**src/rtl/keyb_decoder.sv**
```systemverilog
// PS/2 set-2 scancode to ASCII decoder with a show-ahead character FIFO.
// Detects code changes, tracks shift/caps, and queues translated makes for the CPU.
module keyb_decoder #(
  parameter int DEPTH = 8
) (
  input  logic        clk,
  input  logic        reset,
  input  logic [31:0] keyb_char,
  input  logic        rd_en,
  input  logic        clr_ovf,
  output logic [7:0]  ascii_out,
  output logic        empty,
  output logic        full,
  output logic [4:0]  count,
  output logic        overflow,
  output logic        caps_on
);

  localparam int         PW      = (DEPTH > 1) ? $clog2(DEPTH) : 1;
  localparam logic [4:0] DEPTH_C = 5'(DEPTH);

  logic [31:0]   r_prev_char;
  logic          r_armed;
  logic          r_shift_l;
  logic          r_shift_r;
  logic          r_caps;
  logic          r_pend_valid;
  logic [7:0]    r_pend_char;
  logic [7:0]    r_mem [DEPTH];
  logic [PW-1:0] r_wptr;
  logic [PW-1:0] r_rptr;
  logic [4:0]    r_count;
  logic          r_ovf;

  logic       w_event;
  logic       w_make;
  logic       w_break;
  logic       w_shift;
  logic       w_mapped;
  logic [7:0] w_char;
  logic       w_pop;
  logic       w_push_ok;
  logic       w_drop;

  // The post-reset code is absorbed: no event until the first clock after reset.
  assign w_event = r_armed && (keyb_char != r_prev_char);
  assign w_make  = (keyb_char[23:8] == 16'h0000);
  assign w_break = (keyb_char[23:8] == 16'h00F0);
  assign w_shift = r_shift_l | r_shift_r;

  always_comb begin
    w_char   = 8'h00;
    w_mapped = 1'b1;
    case (keyb_char[7:0])
      8'h1C: w_char = 8'h61;  8'h32: w_char = 8'h62;  8'h21: w_char = 8'h63;
      8'h23: w_char = 8'h64;  8'h24: w_char = 8'h65;  8'h2B: w_char = 8'h66;
      8'h34: w_char = 8'h67;  8'h33: w_char = 8'h68;  8'h43: w_char = 8'h69;
      8'h3B: w_char = 8'h6A;  8'h42: w_char = 8'h6B;  8'h4B: w_char = 8'h6C;
      8'h3A: w_char = 8'h6D;  8'h31: w_char = 8'h6E;  8'h44: w_char = 8'h6F;
      8'h4D: w_char = 8'h70;  8'h15: w_char = 8'h71;  8'h2D: w_char = 8'h72;
      8'h1B: w_char = 8'h73;  8'h2C: w_char = 8'h74;  8'h3C: w_char = 8'h75;
      8'h2A: w_char = 8'h76;  8'h1D: w_char = 8'h77;  8'h22: w_char = 8'h78;
      8'h35: w_char = 8'h79;  8'h1A: w_char = 8'h7A;
      8'h45: w_char = w_shift ? 8'h29 : 8'h30;
      8'h16: w_char = w_shift ? 8'h21 : 8'h31;
      8'h1E: w_char = w_shift ? 8'h40 : 8'h32;
      8'h26: w_char = w_shift ? 8'h23 : 8'h33;
      8'h25: w_char = w_shift ? 8'h24 : 8'h34;
      8'h2E: w_char = w_shift ? 8'h25 : 8'h35;
      8'h36: w_char = w_shift ? 8'h5E : 8'h36;
      8'h3D: w_char = w_shift ? 8'h26 : 8'h37;
      8'h3E: w_char = w_shift ? 8'h2A : 8'h38;
      8'h46: w_char = w_shift ? 8'h28 : 8'h39;
      8'h29: w_char = 8'h20;
      8'h5A: w_char = 8'h0D;
      8'h66: w_char = 8'h08;
      8'h0D: w_char = 8'h09;
      8'h76: w_char = 8'h1B;
      default: w_mapped = 1'b0;
    endcase
    if ((w_shift ^ r_caps) && (w_char >= 8'h61) && (w_char <= 8'h7A))
      w_char = w_char - 8'h20;
  end

  // A push into a full FIFO still lands when a pop frees the slot in the same cycle.
  assign w_pop     = rd_en && (r_count != 5'd0);
  assign w_push_ok = r_pend_valid && ((r_count != DEPTH_C) || w_pop);
  assign w_drop    = r_pend_valid && !w_push_ok;

  always_ff @(posedge clk or posedge reset) begin
    if (reset) begin
      r_prev_char  <= 32'h0;
      r_armed      <= 1'b0;
      r_shift_l    <= 1'b0;
      r_shift_r    <= 1'b0;
      r_caps       <= 1'b0;
      r_pend_valid <= 1'b0;
      r_pend_char  <= 8'h00;
      r_wptr       <= '0;
      r_rptr       <= '0;
      r_count      <= 5'd0;
      r_ovf        <= 1'b0;
    end else begin
      r_prev_char  <= keyb_char;
      r_armed      <= 1'b1;
      r_pend_valid <= 1'b0;
      if (w_event) begin
        if (w_make) begin
          case (keyb_char[7:0])
            8'h12:   r_shift_l <= 1'b1;
            8'h59:   r_shift_r <= 1'b1;
            8'h58:   r_caps    <= ~r_caps;
            default: begin
              r_pend_valid <= w_mapped;
              r_pend_char  <= w_char;
            end
          endcase
        end else if (w_break) begin
          if (keyb_char[7:0] == 8'h12) r_shift_l <= 1'b0;
          if (keyb_char[7:0] == 8'h59) r_shift_r <= 1'b0;
        end
      end
      if (w_pop)     r_rptr <= r_rptr + PW'(1);
      if (w_push_ok) r_wptr <= r_wptr + PW'(1);
      case ({w_push_ok, w_pop})
        2'b10:   r_count <= r_count + 5'd1;
        2'b01:   r_count <= r_count - 5'd1;
        default: r_count <= r_count;
      endcase
      if (w_drop)       r_ovf <= 1'b1;
      else if (clr_ovf) r_ovf <= 1'b0;
    end
  end

  always_ff @(posedge clk) begin
    if (w_push_ok) r_mem[r_wptr] <= r_pend_char;
  end

  assign empty     = (r_count == 5'd0);
  assign full      = (r_count == DEPTH_C);
  assign count     = r_count;
  assign overflow  = r_ovf;
  assign caps_on   = r_caps;
  assign ascii_out = empty ? 8'h00 : r_mem[r_rptr];

endmodule
```
**config.mk**
```make
export PLATFORM = sky130hd
export DESIGN_NAME = keyb_decoder
export DESIGN_NICKNAME = d
export VERILOG_FILES = /design/src/rtl/keyb_decoder.sv
export SDC_FILE = /design/constraint.sdc
export NUM_CORES = 1
export LEC_CHECK = 0
export BUFFER_PORTS_ARGS = -buffer_cell sky130_fd_sc_hd__buf_4
export CAP_MARGIN = 0
export CORE_MARGIN = 2
export CORE_UTILIZATION = 48
export CTS_CLUSTER_DIAMETER = 200
export DETAILED_ROUTE_END_ITERATION = 16
export PLACE_DENSITY = 0.78
export SYNTH_ARGS = -nofsm -noshare
export SYNTH_HDL_FRONTEND = slang
export SYNTH_SLANG_ARGS = --single-unit
```
**constraint.sdc**
```tcl
create_clock -name clk -period 4.22 [get_ports clk]
set_input_delay 0.211 -clock clk [delete_from_list [all_inputs] [get_ports clk]]
set_output_delay 0.211 -clock clk [all_outputs]
set_load 0.01 [all_outputs]
```
### Yosys cells after proc, flatten, opt, wreduce, memory -nomap -nowiden

Memories as Yosys holds them, arrays and structs flattened.
Index checks and enable logic that the tools add are counted.

* register bits after elaboration: 57
* RAM bits: 64
* output and inout bits: 17
* word-level logic and storage cells: 123
* memories: 1

* $add $sub $neg: 5
* magnitude comparators: 2
* equal/unequal tests: 50
* muxes and demuxes: 30
* bitwise logic cells: 4
* reduce and logical (&&, ||, !) cells: 20

Memories
* r_mem: depth 8, width 8, rd ports 1, clocked after memory_dff 0, write ports 1, RTL line 29 `logic [7:0] r_mem [DEPTH];`

Operators with widths (count)
* case mux 7 bit (41 select lines): 1
* == test 8 x 6 -> 1 bit (second input constant): 23
* == test 8 x 7 -> 1 bit (second input constant): 12
* == test 8 x 5 -> 1 bit (second input constant): 8
* OR reduction 41 bit: 1
* two-way mux 5 bit: 8
* != test 32 bit: 1
* == test 16 x 8 -> 1 bit (second input constant): 1
* zero test 16 bit: 1
* two-way mux 1 bit: 16
* two-way mux 8 bit: 2
* two-way mux 7 bit: 2
* AND reduction 3 bit: 4
* case mux 5 bit (2 select lines): 1
* == test 8 x 4 -> 1 bit (second input constant): 1
* greater-or-equal comparator 8 x 7 -> 1 bit (second input constant): 1
* <= comparator 8 x 7 -> 1 bit (second input constant): 1
* subtractor 8 x 6 -> 8 bit (second input constant): 1
* adder 3 x 1 -> 3 bit (second input constant): 2
* logical AND 1 bit: 6
* nonzero test 2 bit: 3
* adder 5 x 1 -> 5 bit (second input constant): 1
* == test 5 x 4 -> 1 bit (second input constant): 1
* zero test 5 bit: 1
* other kinds (11): 12

### Depth between registers and ports, before layout

Gate-level depths: netlist of run 1.

* word-level depth: 7
* gate-level depth with buffers: 12

### Least setup slack after synthesis of run 1

No wires, ideal clock.

* path kind: flip-flop to flip-flop
* from: register r_count[0], in the netlist count[0]
* to: register r_count[4], in the netlist count[4]
* data arrival time: 2.396 ns
* slack: 1.745 ns
* stages on the path, launching flop included: 11
* buffers on the path: 0
* clock period less this slack: 2.475 ns
* path through: dfrtp_1 -> nor4_1 -> nor2b_1 -> nand2b_1 -> or2_2 -> inv_1 -> ha_1 -> a21o_1 -> a21oi_1 -> mux2i_1 -> xor2_1

* word-level cells in the longest chain between the ends: 6
* elaborated cells on any way between the ends: 11
* those cells by class: 2 x add/sub; 3 x eq/ne; 1 x mux; 5 x reduce/logical

RTL lines
* start, declared: RTL line 32 `logic [4:0] r_count;`
* start signal, assigned: RTL line 126 `2'b10: r_count <= r_count + 5'd1;`
* start signal, assigned: RTL line 127 `2'b01: r_count <= r_count - 5'd1;`
* start signal, assigned: RTL line 128 `default: r_count <= r_count;`
* nonzero test 5 bit: RTL line 86 `assign w_pop = rd_en && (r_count != 5'd0);`
* logical AND 1 bit: RTL line 86
* logical OR 1 bit: RTL line 87 `assign w_push_ok = r_pend_valid && ((r_count != DEPTH_C) || w_pop);`
* logical AND 1 bit: RTL line 87
* == test 2 x 1 -> 1 bit / == test 2 bit (equally long branches): RTL line 125 `case ({w_push_ok, w_pop})`
* case mux 5 bit (2 select lines) / nonzero test 2 bit (equally long branches)

Several ways; a longest one is shown, not always the timed one.
A chain may end at the register's enable or synchronous reset.

### Final worst setup path of run 1

* from: input port keyb_char[17]
* to: register r_pend_char[5]

* word-level cells in the longest chain between the ends: 3
* elaborated cells on any way between the ends: 4
* those cells by class: 1 x eq/ne; 3 x reduce/logical

RTL lines
* start, declared: RTL line 8 `input logic [31:0] keyb_char,`
* != test 32 bit: RTL line 46 `assign w_event = r_armed && (keyb_char != r_prev_char);`
* logical AND 1 bit: RTL line 46
* AND reduction 3 bit (no line) (*)
* end signal, assigned: RTL line 115 `r_pend_char <= w_char;`
* end, declared: RTL line 28 `logic [7:0] r_pend_char;`

Every way passes the cells marked *; elsewhere a longest branch is shown, timed or not.

==> results by group, run 1 <==
Run status
  – Status: finished, final reports clean

Floorplanning
  – CORE AREA: 12110 um2
  – Initial Utilization: roughly 49%
  – FP Rows: 40
  – Num ports: 53
  – Die Area: around 13000 um2
  – Die width: around 120 um
  – Die height: approximately 120 um

Cells and area
  – Area Overhead vs Synth: 21.44%
  – Diodes inserted: 0
  – Final net count: between 500 and 600
  – Final core utilization: around three fifths
  – Fill count: between 900 and 1000
  – Share of layout cells above drive strength 1: a little under a quarter

Synth
  – Async set-reset flop share out of synthesis: a little under half
  – Syn Inst Count: around 470
  – Dominant synthesized flop cell: edfxtp_1
  – Syn_nets: roughly 500
  – Sequential area share after synthesis: roughly 56%
  – Syn avg cell area: roughly 13 um2
  – #FFs+latches synth: about 120
  – Netlist cell types: between 60 and 70
  – Number of synthesized flops with an enable pin: 64
  – Post-Synthesis Cell Area: between 5000 and 6000 um2
  – Synth Warn #: 0

Setup path
  – Reg2Reg Setup Slack: roughly 1.4 ns
  – RR Startpoint: count[0]$_DFFE_PP0P_
  – Startpoint types: input pin
  – WP data required: 4.52 ns
  – Reg2reg end: count[4]$_DFFE_PP0P_
  – Critical path type: input pin to register
  – Reg2Reg Depth: 11
  – Worst Path Max Fanout: 9
  – Crit. End Element: register
  – Worst Path Arrival: 3.20 ns

Timing
  – Fmax: roughly 340 MHz
  – Fin. max-slew vios: 0
  – Final worst path period need: roughly 2.9 ns
  – Number of failing hold endpoints at the final stage: 0
  – RSZ-0062 raised after global routing: false
  – Setup TNS: 0 ns
  – Worst-Margin Slew: roughly 1.1 ns
  – Slew headroom: between 20% and 30%
  – Final setup vio count: 0
  – Final worst slack: approximately 1.3 ns
  – Setup Skew: roughly 0.016 ns
  – Final worst path period share: roughly 69%

Clock network
  – CTS Sinks: ~120
  – Root Driver: clkbuf_16
  – CTS max path bufs: 2
  – Setup bufs post-CTS: 0
  – Htree depth: 4
  – Clock Pin Slew Worst Setup and Hold Paths: roughly 0.07 ns
  – CTS Buf Count: 17
  – Clk Latency, worst-skew pair: between 0.4 and 0.5 ns
  – CTS tree: done

Global route
  – Most used routing layer: met2
  – Vias in the first global route: 4241
  – Antenna violations before repair: 0
  – Largest net degree at the start of global routing: 58
  – Total global routing track utilization: roughly a fifth
  – Grt ovf: 0
  – First-pass GRT wire length: 21170 um
  – Grt met2 use: 35.40%
  – Met3 Usage GRT: under 10%
  – Global Route met1 Usage: around a quarter

Run
  – Max-cap violations: 0

Power and ir drop
  – Static Leak: approximately 2.9 nW
  – Peak VDD IR: approximately 0.28 mV
  – Power per cell area: ~460 nW/um2

Route
  – DR pass1 iterations: 5
  – Antenna viol nets, final: 0
  – Vias per cell: about 5.6
  – Routed via count: 4083
  – 1st-iter DRT viols: between 200 and 300
  – Routed wire length: about 13000 um
  – Routed WL per cell: 17.81 um
  – DRC: 0

Placed design
  – Port buffer count: 52
  – RePlAce Congestion: 0.9332
  – DP Worst Slack: approximately 1.4 ns
  – Post-detail-place hpwl: 8430 um

Worst hold path
  – HP Class: input pin to asynchronous set/reset pin
## how the worst max path moves through the flow
stage | startpoint | end | depth (start not counted)
after global placement | count[0]$_DFFE_PP0P_ | count[4]$_DFFE_PP0P_ | 11
after CTS | keyb_char[10] | r_pend_char[3]$_DFFE_PP0P_ | 9
final | keyb_char[17] | r_pend_char[5]$_DFFE_PP0P_ | 9
after detailed placement | count[0]$_DFFE_PP0P_ | count[4]$_DFFE_PP0P_ | 11
after global routing | keyb_char[10] | r_pend_char[5]$_DFFE_PP0P_ | 9
after floorplan | count[0]$_DFFE_PP0P_ | count[4]$_DFFE_PP0P_ | 10
## cells in the final DEF, fill, tap and decap left out, types with 4 or more instances in the layout
master / instances
edfxtp_1: 64
dfrtp_1: 57
buf_4: 56
xnor2_1: 38
nor2_1: 30
nand2_1: 29
dlygate4sd3_1: 25
o21ai_0: 24
a21oi_1: 17
clkbuf_16: 17
mux4_2: 16
mux2i_1: 14
inv_1: 13
nand4_1: 11
nand3_1: 9
mux2_2: 8
nor2b_1: 8
nand2b_1: 8
nor3_1: 7
a31oi_1: 6
ha_1: 6
inv_6: 6
nor4_1: 5
nor3b_1: 5
nor4b_1: 4
xor2_1: 4
clkinvlp_4: 4
## flip-flops by register name (all words and copies together), names as in the netlist
register      count
r_pend_char       8
r_rptr            3
r_mem            64
r_prev_char      32
count             5
overflow          1
r_armed           1
r_shift_l         1
r_pend_valid      1
r_wptr            3
caps_on           1
r_shift_r         1
## Yosys cell counts, types with 6 or more instances
cell / count / area (um2)
edfxtp_1: 64 / 1922
mux2_2: 8 / 90.09
nor3_1: 7 / 35.03
ha_1: 6 / 75.07
nand4_1: 11 / 68.82
inv_1: 14 / 52.55
a31oi_1: 6 / 37.54
xnor2_1: 38 / 332.8
mux2i_1: 14 / 140.1
nand2_1: 29 / 108.9
nor2_1: 30 / 112.6
dfrtp_1: 57 / 1426
buf_2: 10 / 50.05
nand3_1: 9 / 45.04
a21oi_1: 17 / 85.08
nand2b_1: 8 / 50.05
o21ai_0: 24 / 120.1
mux4_2: 16 / 360.4
buf_4: 6 / 45.04
nor2b_1: 8 / 50.05
## per-layer routing
metal / vias to the layer above / share of wire [%]
met5: - / 0
met4: 0 / 2.9
met3: 36 / 5.2
met2: 155 / 50
met1: 1985 / 41
li1: 1907 / -
## through the flow
stage	power (mW)	instance area (um2)	instances	hold WS, ns
floorplan	1.781	5988	472	0.2424
global placement	1.929	6455	668	0.3365
detailed placement	1.944	6455	668	0.3388
CTS	3.330	7272	725	0.02437
global route	3.435	7272	725	0.03200
finish	3.313	7272	725	0.003012
## cell families (layout without fill, tap and decap cells)
group | Yosys count | after routing | synth area share [%]
DFF | 121 | 121 | 55.91
AOI/OAI and AO/OA | 77 | 77 | 8.254
buffers and inverters | 42 | 127 | 3.615
xor gates and xnor gates | 42 | 42 | 6.143
adders and majority gates | 7 | 7 | 1.588
other | 1 | 1 | 0.06262
and+or+nand+nor | 144 | 144 | 14.56
muxes | 38 | 38 | 9.862
## worst max-delay path: stages
cell and delay, ns:
dlygate4sd3_1 0.57, buf_4 0.16, or4_1 0.54, nor3_1 0.22, nand4_1 0.12, a21oi_1 0.17
nand2_1 0.14, nor3b_2 0.66, mux2_2 0.41
## repair_timing
item	in CTS	in global routing
resized for setup	0	0
hold endpoints to repair	25	0
hold buffers	25	0
## power by group
| part | internal, mW | leakage, nW | switching (mW) |
|---|---|---|---|
| Clock | 0.822 | 0.267 | 0.552 |
| Sequential | 1.29 | 1.34 | 0.145 |
| Combinational | 0.285 | 1.26 | 0.217 |
| Total | 2.40 | 2.86 | 0.915 |
## area by class of cell
| class | count | area (um2) | share of cell area [%] |
|---|---|---|---|
| Tap cell | 168 | 210.2 | 2.891 |
| Sequential cell | 121 | 3348 | 46.04 |
| Timing Repair Buffer | 81 | 670.6 | 9.222 |
| Clock inverter | 14 | 137.6 | 1.893 |
| Clock buffer | 18 | 429.2 | 5.902 |
| Inverter | 14 | 52.55 | 0.7226 |
| Multi-Input combinational cell | 309 | 2424 | 33.33 |
Note: power is estimated with default switching activity, not from simulation.
==> inputs of run 2 (changes only) <==
--- a/config.mk
+++ b/config.mk
@@ -11,7 +11,7 @@
 export CORE_UTILIZATION = 48
 export CTS_CLUSTER_DIAMETER = 200
 export DETAILED_ROUTE_END_ITERATION = 16
-export PLACE_DENSITY = 0.78
+export PLACE_DENSITY = 0.81
 export SYNTH_ARGS = -nofsm -noshare
 export SYNTH_HDL_FRONTEND = slang
 export SYNTH_SLANG_ARGS = --single-unit
==> constraint.sdc (replaced) <==
create_clock -name clk -period 2.5 [get_ports clk]
set_input_delay 0.125 -clock clk [delete_from_list [all_inputs] [get_ports clk]]
set_output_delay 0.125 -clock clk [all_outputs]
set_load 0.01 [all_outputs]
==> run 2 against run 1 <==
Effect of this change: clock power rose by 87%; count of clock-buffer cells in the layout increased by 3; final cell count grew 5.0%; largest cell class unchanged; core utilization rose by 3.2 points; combinational power rose by 110%; cell area increased by 5.3%.
==> results by group, run 2 (synthesis gave the netlist of run 1 again) <==
Route
  – 1st-iter DRT viols: 365 (+30%)
  – DR pass1 iterations: 7 (+2)
  – Antenna viol nets, final: 0 (unchanged)
  – Routed WL per cell: 19.43 um (+9.0%)
  – Routed via count: 4357 (+6.7%)
  – Routed wire length: 14780 um (+14%)
  – Vias per cell: 5.725 (+1.7%)
  – DRC: 0 (unchanged)

Timing
  – Fmax: 421.6 MHz
  – Final setup vio count: 0 (unchanged)
  – Setup TNS: 0 ns (unchanged)
  – Final worst path period need: 2.372 ns
  – Fin. max-slew vios: 0 (unchanged)
  – Setup Skew: 0.009118 ns (-0.007255 ns)
  – Worst-Margin Slew: 0.7990 ns (-0.2887 ns)
  – Final worst path period share: ~95%
  – Number of failing hold endpoints at the final stage: 0 (unchanged)
  – Slew headroom: 46.73% (+19 points)

Clock network
  – CTS Buf Count: 17 (unchanged)
  – CTS max path bufs: 2 (unchanged)
  – Root Driver: clkbuf_16
  – Htree depth: 4 (unchanged)
  – CTS tree: done
  – Clock Pin Slew Worst Setup and Hold Paths: 0.06 ns (about the same)
  – Clk Latency, worst-skew pair: 0.42 ns (about the same)
  – CTS Sinks: 121 (unchanged)

Cells and area
  – Non-Filler Instances: 761 (+5.0%)
  – Most common cell after layout, fill and taps aside: buf_4
  – Final core utilization: 63.21% (+3.2 points)
  – Diodes inserted: 0 (unchanged)
  – Top flop regs: r_mem: 64 flops, r_prev_char: 32 flops, r_pend_char: 8 flops
  – Most frequent cells in the layout: buf_4, edfxtp_1, dfrtp_1
  – Final net count: 623 (+6.1%)
  – Top reg by flops: r_mem
  – Share of layout cells above drive strength 1: 27.15% (+3.8 points)
  – Area Overhead vs Synth: 27.85%
  – Fill count: 901 (-4.6%)
  – Max reg flops: 64 (unchanged)

Placed design
  – Placed insts: 695 (+4.0%)
  – Port buffer count: 52 (unchanged)
  – RePlAce Congestion: 0.8616 (-7.7%)
  – Post-detail-place hpwl: 9211 um (+9.3%)

Setup path
  – WP data required: 2.84 ns (-1.68 ns)
  – CP bufs+invs: 1 (-1)
  – Crit path cell chain: nor4_4 > nor2b_4 > nand2b_1 > or2_4 > inv_1 > ha_4 > a21o_1 > a21oi_2 > mux2i_1 > xor2_1
  – Worst Path Max Fanout: 4 (-5)
  – CP top delay family: simple AND/OR/NAND/NOR gates
  – Crit. End Element: register
  – Critical path type: register to register
  – Reg2Reg Setup Slack: 0.13 ns (-1.22 ns)
  – Worst stage delay on the critical path: 0.44 ns (-0.22 ns)
  – Startpoint types: register
  – Worst Path Arrival: 2.71 ns (-0.49 ns)
  – Critical-path top delay cell: dfrtp_2

Floorplanning
  – Die Area: 13390 um2 (unchanged)
  – Die height: 115.7 um (unchanged)
  – Initial Utilization: 49.44% (unchanged)
  – FP Rows: 40 (unchanged)
  – CORE AREA: 12110 um2 (unchanged)
  – Die width: 115.7 um (unchanged)
  – Num ports: 53 (unchanged)

Power and ir drop
  – Clock network fraction of total power: 42.7% (+1.2 points)
  – Logic pwr share: 17.7% (+2.5 points)
  – Internal power: 4.444 mW (+85%)
  – Peak VDD IR: 0.9406 mV (+230%)
  – Static Leak: 3.070 nW (+7.2%)
  – Net Sw Frac: 25.88% (-1.7 points)
  – Power per cell area: 783.1 nW/um2 (+72%)
  – Register share of total power: 39.7% (-3.7 points)
  – Sw Pwr: 1.552 mW (+70%)

Worst hold path
  – HP Class: input pin to register

Run status
  – Status: finished, final reports clean

Global route
  – Grt ovf: 0 (unchanged)
  – Total global routing track utilization: 23.60% (+2.7 points)
  – Vias in the first global route: 4498 (+6.1%)
  – Antenna violations before repair: 0 (unchanged)
  – Largest net degree at the start of global routing: 24 (-59%)
  – First-pass GRT wire length: 23560 um (+11%)

Run
  – Max-cap violations: 0 (unchanged)
-- run 2: final cells by class --
class,instances,area (um2),area share [%]
clock inverter,11,170.2,2.223
multi-input combinational,309,2465,32.19
inverter,14,52.55,0.6864
timing repair buffer,117,958.4,12.52
clock buffer,21,450.4,5.883
sequential,121,3349,43.75
tap,168,210.2,2.746
-- run 2: power by group through the flow --
stage | registers, mW | clock network [mW] | logic [mW]
4_1_cts | 2.37 | 2.58 | 1.02
2_1_floorplan | 2.30 | 0 | 0.706
6_report | 2.38 | 2.56 | 1.06
3_5_place_dp | 2.38 | 0 | 0.953
5_1_grt | 2.39 | 2.68 | 1.17
3_3_place_gp | 2.38 | 0 | 0.927
-- run 2: timing repair --
| item | in CTS | in global routing |
|---|---|---|
| hold buffers | 32 | 0 |
| hold endpoints to repair | 51 | 0 |
| pin swaps | 1 | 1 |
| endpoints found under the setup margin | 1 | 1 |
| buffers inserted | 1 | 1 |
| gates resized for setup | 4 | 4 |
-- run 2: per-stage QoR --
step | total power, mW | hold WS, ns | setup WS (ns) | cell area, um2
2_1_floorplan | 3.006 | 0.1564 | 0.02477 | 5988
3_3_place_gp | 3.302 | 0.1619 | 0.02278 | 6658
6_report | 5.995 | 0.06171 | 0.1279 | 7656
5_1_grt | 6.232 | 0.06598 | -0.01645 | 7656
3_5_place_dp | 3.336 | 0.1758 | -0.09444 | 6658
4_1_cts | 5.971 | 0.04821 | 0.005562 | 7629
-- run 2: final timing paths --
path	startpoint	to	cells after the start
min in group asynchronous	reset	r_prev_char[16]$_DFF_PP0_	3
hold / removal	rd_en	r_rptr[2]$_DFFE_PP0P_	3
hold reg to reg	overflow$_DFFE_PP0P_	overflow$_DFFE_PP0P_	2
max in group asynchronous	reset	count[1]$_DFFE_PP0P_	4
setup / recovery	count[1]$_DFFE_PP0P_	count[4]$_DFFE_PP0P_	10
setup reg to reg	count[1]$_DFFE_PP0P_	count[4]$_DFFE_PP0P_	10
-- run 2: layer usage --
metal,global-route usage [%],up-vias,share of wire [%]
met5,0,-,0
met4,8.889,0,2.2
met3,6.067,33,6.0
met2,40.78,190,52
met1,28.63,2155,40
li1,-,1979,-
-- run 2: tightest hold or removal path, cell delays in order --
cell and delay, ns:
buf_4 0.14, nand3b_1 0.09, xnor2_1 0.08
==> inputs of run 3 (changes only) <==
--- a/config.mk
+++ b/config.mk
@@ -12,6 +12,7 @@
 export CTS_CLUSTER_DIAMETER = 200
 export DETAILED_ROUTE_END_ITERATION = 16
 export PLACE_DENSITY = 0.81
+export REMOVE_ABC_BUFFERS = 1
 export SYNTH_ARGS = -nofsm -noshare
 export SYNTH_HDL_FRONTEND = slang
 export SYNTH_SLANG_ARGS = --single-unit
==> run 3 against run 2 <==
Effect of this change: the run now ends with negative hold slack left; sequential cell count did not move; worst hold slack lost 0.096 ns; sequential power about the same; combinational power barely moved; register-to-register slack about the same; critical path depth stayed put; worst setup slack lost 0.069 ns; critical endpoint is now r_pend_char[3]$_DFFE_PP0P_; sequential share of layout area is 0.28 points lower; global-route usage increased by 0.77 points; largest power group unchanged; total power decreased by 2.7%; critical path type is now input pin to register; highest routed layer unchanged; clock skew up 0.0054 ns; count of clock-buffer cells in the layout down 1.
==> results by group, run 3 (synthesis gave the netlist of run 1 again) <==
Worst hold path
  – HP Class: input pin to asynchronous set/reset pin

Placed design
  – Post-detail-place hpwl: 9374 um (+1.8%)
  – RePlAce Congestion: 0.9735 (+13%)
  – DP Worst Slack: -0.03650 ns (+0.05794 ns)
  – Port buffer count: 52 (unchanged)

Route
  – DRC: 0 (unchanged)
  – Routed via count: 4471 (+2.6%)
  – Antenna viol nets, final: 0 (unchanged)
  – Vias per cell: 5.852 (+2.2%)
  – Routed wire length: 15550 um (+5.2%)
  – DR pass1 iterations: 7 (unchanged)
  – 1st-iter DRT viols: 390 (+6.8%)
  – Routed WL per cell: 20.36 um (+4.8%)

Setup path
  – Crit path cell chain: dlygate4sd3_1 > buf_4 > or4_4 > nor3_2 > nand4_1 > a21oi_2 > nand2_2 > nor3b_4 > buf_6 > mux2_2
  – Reg2Reg Depth: 10 (unchanged)
  – Startpoint types: input pin
  – Crit. End Element: register
  – Worst Setup SP: keyb_char[16]
  – Reg2Reg Setup Slack: 0.13 ns (about the same)
  – Worst Path Max Fanout: 5 (+1)
  – Worst Path Arrival: 2.73 ns (+0.02 ns)
  – Critical-path top delay cell: dlygate4sd3_1
  – WP data required: 2.79 ns (-0.05 ns)
  – RR Startpoint: count[2]$_DFFE_PP0P_
  – Reg2reg end: count[4]$_DFFE_PP0P_
  – Critical path type: input pin to register
  – Worst stage delay on the critical path: 0.53 ns (+0.09 ns)
  – CP Capture Point: r_pend_char[3]$_DFFE_PP0P_

Timing
  – Final worst path period need: 2.441 ns (+0.06911 ns)
  – Fin. max-slew vios: 0 (unchanged)
  – Final worst path period share: 97.65% (+2.8 points)
  – Slew headroom: 32.05% (-15 points)
  – Worst-Margin Slew: 1.018 ns (+0.2187 ns)
  – Fmax: 409.6 MHz (-2.8%)
  – Setup Skew: 0.01455 ns (+0.005434 ns)
  – Number of failing hold endpoints at the final stage: 47 (+47)
  – Final setup vio count: 0 (unchanged)
  – Final worst slack: 0.05876 ns (-0.06911 ns)
  – WHS: -0.03431 ns (-0.09602 ns)

Clock network
  – Root Driver: clkbuf_16
  – CTS Sinks: 121 (unchanged)
  – CTS tree: done
  – Clock Pin Slew Worst Setup and Hold Paths: 0.06 ns (about the same)
  – Clk Latency, worst-skew pair: 0.41 ns (about the same)
  – CTS max path bufs: 2 (unchanged)
  – Htree depth: 4 (unchanged)
  – CTS Buf Count: 17 (unchanged)

Power and ir drop
  – Peak VDD IR: 0.4640 mV (-51%)
  – Power per cell area: 756.6 nW/um2 (-3.4%)
  – Static Leak: 3.102 nW (+1.0%)

Cells and area
  – Most frequent cells in the layout: buf_4, edfxtp_1, dfrtp_1
  – Share of layout cells above drive strength 1: 30.03% (+2.9 points)
  – Top flop regs: r_mem: 64 flops, r_prev_char: 32 flops, r_pend_char: 8 flops
  – Diodes inserted: 0 (unchanged)
  – Most common cell after layout, fill and taps aside: buf_4
  – Top reg by flops: r_mem
  – Area Overhead vs Synth: 28.73%
  – Final net count: 626 (+0.48%)
  – Max reg flops: 64 (unchanged)

Global route
  – First-pass GRT wire length: 24580 um (+4.3%)
  – Antenna violations before repair: 0 (unchanged)
  – Grt ovf: 0 (unchanged)
  – Total global routing track utilization: 24.36% (+0.77 points)
  – Vias in the first global route: 4538 (+0.89%)
  – Largest net degree at the start of global routing: 50 (+110%)

Run
  – Max-cap violations: 0 (unchanged)

Floorplanning
  – CORE AREA: 12110 um2 (unchanged)
  – FP Rows: 40 (unchanged)
  – Die Area: 13390 um2 (unchanged)
  – Die width: 115.7 um (unchanged)
  – Num ports: 53 (unchanged)
  – Die height: 115.7 um (unchanged)
  – Initial Utilization: 49.44% (unchanged)

Run status
  – Status: finished with violations
  – Failing checks: negative hold slack
run 3: metal layers:
| layer | track usage [%] | wire (um) |
|---|---|---|
| met1 | 31.15 | 6147 |
| met4 | 9.603 | 465 |
| met3 | 3.400 | 868 |
| met2 | 42.22 | 8072 |
| met5 | 0 | 0 |
run 3: worst min path at each step:
stage                              from                        end  slack (ns)  depth (start not counted)
after floorplan            keyb_char[0]   r_prev_char[0]$_DFF_PP0_        0.16                          0
after global placement    keyb_char[28]  r_prev_char[28]$_DFF_PP0_        0.25                          1
after detailed placement  keyb_char[31]  r_prev_char[31]$_DFF_PP0_        0.25                          1
after CTS                         reset  r_prev_char[30]$_DFF_PP0_       0.001                          2
after global routing              reset  r_prev_char[30]$_DFF_PP0_        0.07                          2
final                             reset   r_prev_char[9]$_DFF_PP0_       -0.03                          2
run 3: worst max-delay path: cells and delay by family:
family,cells,cell delay (ns)
compound gates,1,0.19
buf+inv,3,0.86
mux,1,0.34
simple gates,5,1.21
run 3: area by class of cell:
| cell class | count | area (um2) |
|---|---|---|
| Fill cell | 872 | 4403 |
| Sequential cell | 121 | 3351 |
| Multi-Input combinational cell | 309 | 2534 |
| Timing Repair Buffer | 120 | 989.7 |
| Clock buffer | 20 | 456.7 |
| Tap cell | 168 | 210.2 |
| Clock inverter | 12 | 115.1 |
| Inverter | 14 | 52.55 |
run 3: what timing repair did:
action	4_1_cts	5_1_grt
endpoints found under the setup margin	1	9
cloned	0	1
hold endpoints to repair	30	0
hold buffers	30	0
setup buffers	0	6
resized for setup	1	25
pin swaps	0	7
run 3: where the power goes:
group | internal [mW] | switching [mW]
clock | 1.43 | 0.945
combinational | 0.571 | 0.513
sequential | 2.18 | 0.188
run 3: per-stage QoR:
step                total power [mW]  setup TNS, ns  std cells  util, %  instance area [um2]
finish                         5.832              0        764    63.65                 7709
global placement               3.312              0        698    55.16                 6680
floorplan                      2.936        -0.6740        444        -                 5824
global route                   6.039       -0.08085        764    63.65                 7709
CTS                            5.731              0        760    62.41                 7559
detailed placement             3.362       -0.03650        698    55.16                 6680
